$ cat config.mk
export PLATFORM = sky130hd
export DESIGN_NAME = wb_ip_stream_fifo
export DESIGN_NICKNAME = d
export VERILOG_FILES = /design/src/rtl/wb_ip_pkg.sv /design/src/rtl/ip_sync_fifo.sv /design/src/rtl/wb_ip_stream_fifo.sv
export SDC_FILE = /design/constraint.sdc
export NUM_CORES = 1
export LEC_CHECK = 0
export BUFFER_PORTS_ARGS = -buffer_cell sky130_fd_sc_hd__buf_4
export CAP_MARGIN = 20
export CORE_MARGIN = 4
export CORE_UTILIZATION = 50
export DETAILED_ROUTE_END_ITERATION = 10
export GPL_TIMING_DRIVEN = 0
export PLACE_DENSITY = 0.77
export SYNTH_ARGS = -nofsm -noshare
export SYNTH_HDL_FRONTEND = slang
export SYNTH_HIERARCHICAL = 1
export SYNTH_SLANG_ARGS = --single-unit
export TNS_END_PERCENT = 10
$ cat constraint.sdc
create_clock -name i_wb_clk -period 3.9 [get_ports i_wb_clk]
set_clock_uncertainty 0.2 [all_clocks]
set_input_delay 0.39 -clock i_wb_clk [delete_from_list [all_inputs] [get_ports i_wb_clk]]
set_output_delay 0.39 -clock i_wb_clk [all_outputs]
set_load 0.01 [all_outputs]
$ cat src/rtl/wb_ip_pkg.sv
// Shared register map, control/status/irq bit positions and address decode for the
// IP-side stream FIFO register block.
package wb_ip_pkg;

   localparam logic [15:0] ADDR_DATA   = 16'h0020;
   localparam logic [15:0] ADDR_LEVELS = 16'h0024;
   localparam logic [15:0] ADDR_THRESH = 16'h0028;

   localparam int unsigned CTRL_ENABLE   = 0;
   localparam int unsigned CTRL_TX_FLUSH = 1;
   localparam int unsigned CTRL_RX_FLUSH = 2;

   localparam int unsigned STAT_TX_EMPTY     = 0;
   localparam int unsigned STAT_TX_FULL      = 1;
   localparam int unsigned STAT_RX_EMPTY     = 2;
   localparam int unsigned STAT_RX_FULL      = 3;
   localparam int unsigned STAT_TX_OVERFLOW  = 4;
   localparam int unsigned STAT_RX_UNDERFLOW = 5;

   localparam int unsigned IRQ_TX_LOW       = 0;
   localparam int unsigned IRQ_RX_HIGH      = 1;
   localparam int unsigned IRQ_TX_OVERFLOW  = 2;
   localparam int unsigned IRQ_RX_UNDERFLOW = 3;

   typedef enum logic [1:0] {
      RegData,
      RegLevels,
      RegThresh,
      RegNone
   } reg_sel_e;

   // Anything outside the three mapped words decodes to RegNone (reads 0, writes ignored).
   function automatic reg_sel_e decode_addr(input logic [15:0] addr);
      case (addr)
         ADDR_DATA:   return RegData;
         ADDR_LEVELS: return RegLevels;
         ADDR_THRESH: return RegThresh;
         default:     return RegNone;
      endcase
   endfunction

endpackage

$ cat src/rtl/ip_sync_fifo.sv
// Single-clock FIFO with registered storage and a show-ahead head word.
// Push at full is accepted only when a pop happens in the same cycle; flush wins over both.
module ip_sync_fifo #(
   parameter int unsigned WIDTH = 32,
   parameter int unsigned DEPTH = 16,
   localparam int unsigned AW   = $clog2(DEPTH),
   localparam int unsigned CW   = $clog2(DEPTH) + 1
) (
   input  logic             i_clk,
   input  logic             i_rst_n,
   input  logic             i_push,
   input  logic             i_pop,
   input  logic             i_flush,
   input  logic [WIDTH-1:0] i_data,
   output logic [WIDTH-1:0] o_head,
   output logic [CW-1:0]    o_count,
   output logic             o_empty,
   output logic             o_full
);

   logic [WIDTH-1:0] mem_q [DEPTH];
   logic [AW-1:0]    wr_ptr_q, rd_ptr_q;
   logic [CW-1:0]    count_q;
   logic             do_push, do_pop;

   always_comb begin
      o_empty = (count_q == '0);
      o_full  = (count_q == CW'(DEPTH));
      do_pop  = i_pop && !o_empty;
      // At full the slot being written is the one being popped this cycle.
      do_push = i_push && (!o_full || do_pop);
   end

   always_ff @(posedge i_clk or negedge i_rst_n) begin
      if (!i_rst_n) begin
         wr_ptr_q <= '0;
         rd_ptr_q <= '0;
         count_q  <= '0;
      end else if (i_flush) begin
         wr_ptr_q <= '0;
         rd_ptr_q <= '0;
         count_q  <= '0;
      end else begin
         if (do_push) wr_ptr_q <= wr_ptr_q + 1'b1;
         if (do_pop)  rd_ptr_q <= rd_ptr_q + 1'b1;
         case ({do_push, do_pop})
            2'b10:   count_q <= count_q + 1'b1;
            2'b01:   count_q <= count_q - 1'b1;
            default: count_q <= count_q;
         endcase
      end
   end

   always_ff @(posedge i_clk) begin
      if (do_push && !i_flush) mem_q[wr_ptr_q] <= i_data;
   end

   assign o_head  = mem_q[rd_ptr_q];
   assign o_count = count_q;

endmodule

$ cat src/rtl/wb_ip_stream_fifo.sv
// IP register block bridging bus DATA accesses to TX/RX streaming FIFOs.
// Define WB_IP_FIFO_STALL_ON_FULL_EN to stall instead of dropping/flagging on full/empty.
module wb_ip_stream_fifo
   import wb_ip_pkg::*;
#(
   parameter int unsigned WB_DATA_WIDTH             = 32,
   parameter int unsigned WB_REGISTER_ADDRESS_WIDTH = 16,
   parameter int unsigned FIFO_DEPTH                = 16
) (
   input  logic                                 i_wb_clk,
   input  logic                                 i_wb_rst_n,
   input  logic [WB_REGISTER_ADDRESS_WIDTH-1:0] i_ip_address,
   input  logic [WB_DATA_WIDTH-1:0]             i_ip_wdata,
   output logic [WB_DATA_WIDTH-1:0]             o_ip_rdata,
   input  logic                                 i_ip_read_en,
   input  logic                                 i_ip_write_en,
   output logic                                 o_ip_ack,
   output logic                                 o_ip_stall,
   input  logic [WB_DATA_WIDTH-1:0]             i_ip_control,
   output logic [WB_DATA_WIDTH-1:0]             o_ip_status,
   output logic [WB_DATA_WIDTH-1:0]             o_ip_irq,
   output logic [WB_DATA_WIDTH-1:0]             o_tx_data,
   output logic                                 o_tx_valid,
   input  logic                                 i_tx_ready,
   input  logic [WB_DATA_WIDTH-1:0]             i_rx_data,
   input  logic                                 i_rx_valid,
   output logic                                 o_rx_ready
);

   localparam int unsigned CW = $clog2(FIFO_DEPTH) + 1;

   reg_sel_e                 sel;
   logic                     enable, tx_flush, rx_flush;
   logic                     access, complete;
   logic                     data_wr_req, data_rd_req;
   logic                     tx_push, tx_pop, rx_push, rx_pop;
   logic                     tx_empty, tx_full, rx_empty, rx_full;
   logic [CW-1:0]            tx_count, rx_count;
   logic [WB_DATA_WIDTH-1:0] rx_head;
   logic                     tx_overflow_q, rx_underflow_q;
   logic [15:0]              tx_low_q, rx_high_q;
   logic                     unused_ctrl;

   assign enable   = i_ip_control[CTRL_ENABLE];
   assign tx_flush = i_ip_control[CTRL_TX_FLUSH];
   assign rx_flush = i_ip_control[CTRL_RX_FLUSH];
   assign unused_ctrl = ^i_ip_control[WB_DATA_WIDTH-1:3];

   assign sel         = decode_addr(16'(i_ip_address));
   assign access      = i_ip_read_en | i_ip_write_en;
   assign data_wr_req = i_ip_write_en && (sel == RegData);
   // read_en is also high during writes, so a DATA read needs write_en low.
   assign data_rd_req = i_ip_read_en && !i_ip_write_en && (sel == RegData);

   assign o_tx_valid = enable && !tx_flush && !tx_empty;
   assign o_rx_ready = enable && !rx_flush && !rx_full;
   assign tx_pop     = o_tx_valid && i_tx_ready;
   assign rx_push    = i_rx_valid && o_rx_ready;

`ifdef WB_IP_FIFO_STALL_ON_FULL_EN
   // A same-cycle stream drain frees the slot, so a full TX FIFO need not stall then.
   assign o_ip_stall = (data_wr_req && tx_full && !tx_pop) || (data_rd_req && rx_empty);
`else
   assign o_ip_stall = 1'b0;
`endif

   assign complete = access && !o_ip_stall;
   assign o_ip_ack = complete;
   assign tx_push  = complete && data_wr_req;
   assign rx_pop   = complete && data_rd_req;

   ip_sync_fifo #(
      .WIDTH (WB_DATA_WIDTH),
      .DEPTH (FIFO_DEPTH)
   ) u_tx_fifo (
      .i_clk   (i_wb_clk),
      .i_rst_n (i_wb_rst_n),
      .i_push  (tx_push),
      .i_pop   (tx_pop),
      .i_flush (tx_flush),
      .i_data  (i_ip_wdata),
      .o_head  (o_tx_data),
      .o_count (tx_count),
      .o_empty (tx_empty),
      .o_full  (tx_full)
   );

   ip_sync_fifo #(
      .WIDTH (WB_DATA_WIDTH),
      .DEPTH (FIFO_DEPTH)
   ) u_rx_fifo (
      .i_clk   (i_wb_clk),
      .i_rst_n (i_wb_rst_n),
      .i_push  (rx_push),
      .i_pop   (rx_pop),
      .i_flush (rx_flush),
      .i_data  (i_rx_data),
      .o_head  (rx_head),
      .o_count (rx_count),
      .o_empty (rx_empty),
      .o_full  (rx_full)
   );

   always_ff @(posedge i_wb_clk or negedge i_wb_rst_n) begin
      if (!i_wb_rst_n) begin
         tx_overflow_q  <= 1'b0;
         rx_underflow_q <= 1'b0;
      end else begin
         if (tx_flush) begin
            tx_overflow_q <= 1'b0;
         end else if (tx_push && tx_full && !tx_pop) begin
            tx_overflow_q <= 1'b1;
         end
         if (rx_flush) begin
            rx_underflow_q <= 1'b0;
         end else if (rx_pop && rx_empty) begin
            rx_underflow_q <= 1'b1;
         end
      end
   end

   always_ff @(posedge i_wb_clk or negedge i_wb_rst_n) begin
      if (!i_wb_rst_n) begin
         tx_low_q  <= 16'h0000;
         rx_high_q <= 16'h0001;
      end else if (complete && i_ip_write_en && (sel == RegThresh)) begin
         tx_low_q  <= i_ip_wdata[15:0];
         rx_high_q <= i_ip_wdata[31:16];
      end
   end

   always_comb begin
      o_ip_rdata = '0;
      unique case (sel)
         RegData:   o_ip_rdata = (i_ip_write_en || rx_empty) ? '0 : rx_head;
         RegLevels: o_ip_rdata = WB_DATA_WIDTH'({16'(rx_count), 16'(tx_count)});
         RegThresh: o_ip_rdata = WB_DATA_WIDTH'({rx_high_q, tx_low_q});
         RegNone:   o_ip_rdata = '0;
      endcase
   end

   always_comb begin
      o_ip_status                    = '0;
      o_ip_status[STAT_TX_EMPTY]     = tx_empty;
      o_ip_status[STAT_TX_FULL]      = tx_full;
      o_ip_status[STAT_RX_EMPTY]     = rx_empty;
      o_ip_status[STAT_RX_FULL]      = rx_full;
      o_ip_status[STAT_TX_OVERFLOW]  = tx_overflow_q;
      o_ip_status[STAT_RX_UNDERFLOW] = rx_underflow_q;

      o_ip_irq                   = '0;
      o_ip_irq[IRQ_TX_LOW]       = (16'(tx_count) <= tx_low_q);
      o_ip_irq[IRQ_RX_HIGH]      = (rx_high_q != 16'h0000) && (16'(rx_count) >= rx_high_q);
      o_ip_irq[IRQ_TX_OVERFLOW]  = tx_overflow_q;
      o_ip_irq[IRQ_RX_UNDERFLOW] = rx_underflow_q;
   end

endmodule

==> results.py <==
metrics = {
    "timing": {
        "worst_hold_slack_ps": 107,
        "final_max_slew_viol_count": 0,
        "setup_viol_count_final": 0,
        "worst_slew_margin_rel_pct": 34.5,
        "worst_slack_ps": 17.7,
        "timing.final.crit_share_pct": 99.5,
        "timing_worst_slew_pin_value_ps": 982,
        "rsz0062_at_grt": "yes",
        "final_critical_period_ps": 3880,
        "max_freq_mhz": 258,
        "hold_viol": 0,
    },
    "power_and_ir_drop": {
        "worst_ir_drop_vdd_v": 0.000408,
        "cellPowerDensity_nw_per_um2": 447,
        "leakagePower_nw": 16.5,
    },
    "worst_setup_path": {
        "worst_path_maximum_fanout": 6,
        "r2r_slack_ps": 20,
        "cp-start-kind": "flop",
        "timing.critical_path.arrival_ps": 4190,
        "worst-setup-path-type": "reg2reg",
        "worstSetupEndpoint": "u_rx_fifo/o_count[4]$_DFFE_PN0P_",
        "reg2reg_to": "u_rx_fifo/o_count[4]$_DFFE_PN0P_",
        "crit_top_cell": "sky130_fd_sc_hd__nand2b_1",
        "r2r.worst_path.cells": 14,
        "crit-reg2reg-launch": "u_rx_fifo/o_count[2]$_DFFE_PN0P_",
        "critical_path.slowest_cell": "sky130_fd_sc_hd__dfrtp_2",
        "crit_chain": "nor4_4 > nand2_1 > inv_2 > nor3b_1 > and2_1 > nand2b_1 > a21oi_4 > inv_1 > fa_1 > nand2b_1 > a21oi_2 > mux2_2 > a32oi_1 > a21oi_1",
        "worst_ep_required_time_ps": 4210,
        "critical-path-max-stage-delay_ps": 470,
        "critical_path.endpoint_type": "flop",
        "launching_instance_or_port_of_the_critical_path": "u_rx_fifo/o_count[2]$_DFFE_PN0P_",
    },
    "finish": {
        "fin_area_um2": 50900,
        "layout-drive-gt1-share_pct": 37.3,
        "final_core_utilization_pct": 59.6,
        "synthToLayoutAreaGrowth_pct": 18.3,
        "nNetsFinal": 2466,
        "number_of_cells_in_the_finished_layout_apart_from_fillers": 3552,
    },
    "yosys": {
        "synth.most_common_cell": "sky130_fd_sc_hd__edfxtp_1",
        "synth_seq_area_share_pct": 75.0,
        "synth_cells": 1900,
        "ys_top_cells_by_area": "sky130_fd_sc_hd__edfxtp_1, sky130_fd_sc_hd__mux4_2, sky130_fd_sc_hd__dfrtp_1, sky130_fd_sc_hd__buf_4, sky130_fd_sc_hd__mux2_4",
        "synth_edf_count": 1024,
        "synth-warning-count": 6,
        "synthesis.area_um2": 43000,
        "synth-compound-area-share_pct": 1.27,
        "async_reset_ff_share_pct": 5.54,
        "yosys.area_share.xor_xnor_pct": 0.326,
        "synthMuxAreaShare_pct": 18.1,
        "synth-adder-area-share_pct": 0.850,
        "synth.top_cell.area_share_pct": 71.5,
        "seq_cells_post_synth": 1084,
        "synth_top_family_by_area": "multiplexers",
        "distinct_cell_type_count_of_the_synthesized_netlist": 53,
        "post_synth_most_frequent_cells": "sky130_fd_sc_hd__edfxtp_1, sky130_fd_sc_hd__mux4_2, sky130_fd_sc_hd__nor2_1",
        "post_synth_and_or_nand_nor_area_fraction_pct": 1.76,
        "synth_area_leader_cell": "sky130_fd_sc_hd__edfxtp_1",
        "ys_dominant_reg_cell": "sky130_fd_sc_hd__edfxtp_1",
        "syn_avg_cell_area_um2": 22.6,
    },
    "cts": {
        "tritoncts.num_buffers": 98,
        "clock_tree.buffer_depth": 3,
        "tritoncts": "yes",
        "numClockSinks": 1084,
        "ctsRootBufferMaster": "sky130_fd_sc_hd__clkbuf_16",
        "cts.clk_slew.worst_paths_ps": 70,
        "clkLatencyLatePin_ps": 650,
        "clock_tree.htree_level_count": 3,
    },
    "drt": {
        "wirelength_mm": 105,
        "drt-wirelength-per-cell_um": 29.5,
        "drtAntennaViolNets": 0,
        "route.vias.total": 21600,
        "drt_first_iter_violations": 2460,
        "via_per_inst": 6.08,
        "post-route-drc-count": 0,
        "drt_pre_antenna_iters": 7,
    },
    "placement": {
        "placed_area_um2": 46700,
        "place.port_buffers": 165,
        "globalplace.congestion": 0.855,
        "dp_hpwl_mm": 67.1,
        "post-place-cells": 3295,
        "pre_cts_ws_ps": -1530,
    },
    "floorplanning": {
        "die_y_um": 301,
        "floorplan.initialDensity_pct": 50.4,
        "floorplan.die.width_um": 301,
        "coreArea_um2": 85300,
        "rows": 107,
        "boundaryPins": 250,
        "die_outline_area_um2": 90700,
    },
    "global_routing": {
        "gr-usage-met3_pct": 6.87,
        "initial_antenna_violation_count": 11,
        "groute.layer.met1.usage_pct": 30.5,
        "grt_start_max_net_pins": 61,
        "wire_length_of_the_first_global_routing_pass_mm": 153,
        "grt.busiest_layer": "met2",
        "grt.met2_usage_pct": 39.1,
        "total_routing_usage_reported_by_global_routing_pct": 23.4,
        "grt_overflow": 0,
        "grt_pass1_vias": 22600,
    },
    "status": {
        "status": "complete, no violations",
    },
    "min_path": {
        "min-delay-path-class": "in2reg",
    },
    "flow_run": {
        "timing.max_cap.violations": 0,
    },
}
==> state kept, by name, indices dropped and copies added, names as in the netlist, 4 cells and up <==
signal and count:
u_rx_fifo/mem_q 512, u_tx_fifo/mem_q 512, rx_high_q 16, tx_low_q 16, u_rx_fifo/o_count 5, u_tx_fifo/o_count 5
u_rx_fifo/rd_ptr_q 4, u_rx_fifo/wr_ptr_q 4, u_tx_fifo/rd_ptr_q 4, u_tx_fifo/wr_ptr_q 4
==> kinds of logic (layout without fill, tap and decap cells) <==
| kind of cell | count (synthesis) | after routing |
|---|---|---|
| adder cells (fa/ha/maj) | 28 | 28 |
| AO/OA/AOI/OAI | 72 | 72 |
| buffers and inverters | 187 | 631 |
| other | 1 | 65 |
| XOR/XNOR | 16 | 16 |
| multiplexers | 360 | 360 |
| flip-flops | 1084 | 1084 |
| AND/OR/NAND/NOR | 152 | 152 |
==> area by class of cell <==
type	count	area (um2)
Timing Repair Buffer	266	2570
Clock inverter	47	474
Buffer	154	1140
Clock buffer	131	2720
Inverter	33	124
Antenna cell	10	25.0
Multi-Input combinational cell	683	10100
Fill cell	5780	34400
Tap cell	1144	1430
Sequential cell	1084	32300
==> placed cells by master (no fill, tap or decap), drive strengths merged, types with 7 or more instances in the layout <==
| cell type | instances |
|---|---|
| dfrtp | 59 |
| ha | 26 |
| dlygate4sd3 | 68 |
| nand2 | 22 |
| nor2 | 72 |
| conb | 55 |
| diode | 10 |
| a22o | 22 |
| mux2 | 34 |
| a21oi | 16 |
| or3 | 7 |
| mux4 | 320 |
| inv | 37 |
| nor3 | 13 |
| clkinv | 31 |
| clkbuf | 165 |
| edfxtp | 1024 |
| bufinv | 9 |
| buf | 315 |
| xnor2 | 10 |
| a221o | 10 |
| nor4 | 10 |
==> metal layers <==
metal	routed length, um	up-vias	part of all wire (%)
li1	-	8706	-
met1	36900	11300	35
met2	53100	1327	51
met3	11900	237	11
met4	2800	6	2.7
met5	39	-	0.037
==> worst max-delay path, delay by kind of cell (launching register included) <==
family	cells	cell delay (ps)
compound gates	4	760
fa+ha+maj	1	440
mux	1	380
flops	1	470
buf+inv	2	220
simple gates	6	1270
==> stage by stage <==
step | power [W] | setup TNS [ps]
6_report | 0.0227 | 0
3_3_place_gp | 0.0133 | -3021020
3_5_place_dp | 0.0134 | -941860
4_1_cts | 0.0229 | -31.2
2_1_floorplan | 0.0131 | -133660
5_1_grt | 0.0234 | -112
==> how the worst min path moves through the flow <==
| stage | depth (start not counted) | slack (ps) | from | end |
|---|---|---|---|---|
| finish | 4 | 110 | i_ip_write_en | tx_overflow_q$_DFFE_PN0P_ |
| global route | 4 | 70 | i_ip_write_en | tx_overflow_q$_DFFE_PN0P_ |
| CTS | 4 | 20 | i_ip_write_en | tx_overflow_q$_DFFE_PN0P_ |
| detailed placement | 1 | 300 | tx_low_q[4]$_DFFE_PN0P_ | tx_low_q[4]$_DFFE_PN0P_ |
| global placement | 1 | 300 | tx_low_q[4]$_DFFE_PN0P_ | tx_low_q[4]$_DFFE_PN0P_ |
| floorplan | 0 | -110 | i_wb_rst_n | rx_high_q[10]$_DFFE_PN0P_ |
==> where the power goes <==
group / total (W) / switching (W) / internal, W / leakage (nW)
clock network: 0.00951 / 0.00403 / 0.00548 / 1.57
logic: 0.000461 / 0.000288 / 0.000173 / 4.92
registers: 0.0127 / 0.00000636 / 0.0127 / 10.0
==> repair_timing <==
| action | 4_1_cts | 5_1_grt |
|---|---|---|
| endpoints found under the hold margin | 1117 | 0 |
| buffers inserted | 0 | 1 |
| pin swaps | 2 | 4 |
| hold buffers | 68 | 0 |
| setup endpoints to repair | 1013 | 53 |
| gates resized for setup | 51 | 34 |
Power figures use the tool's default switching activity.
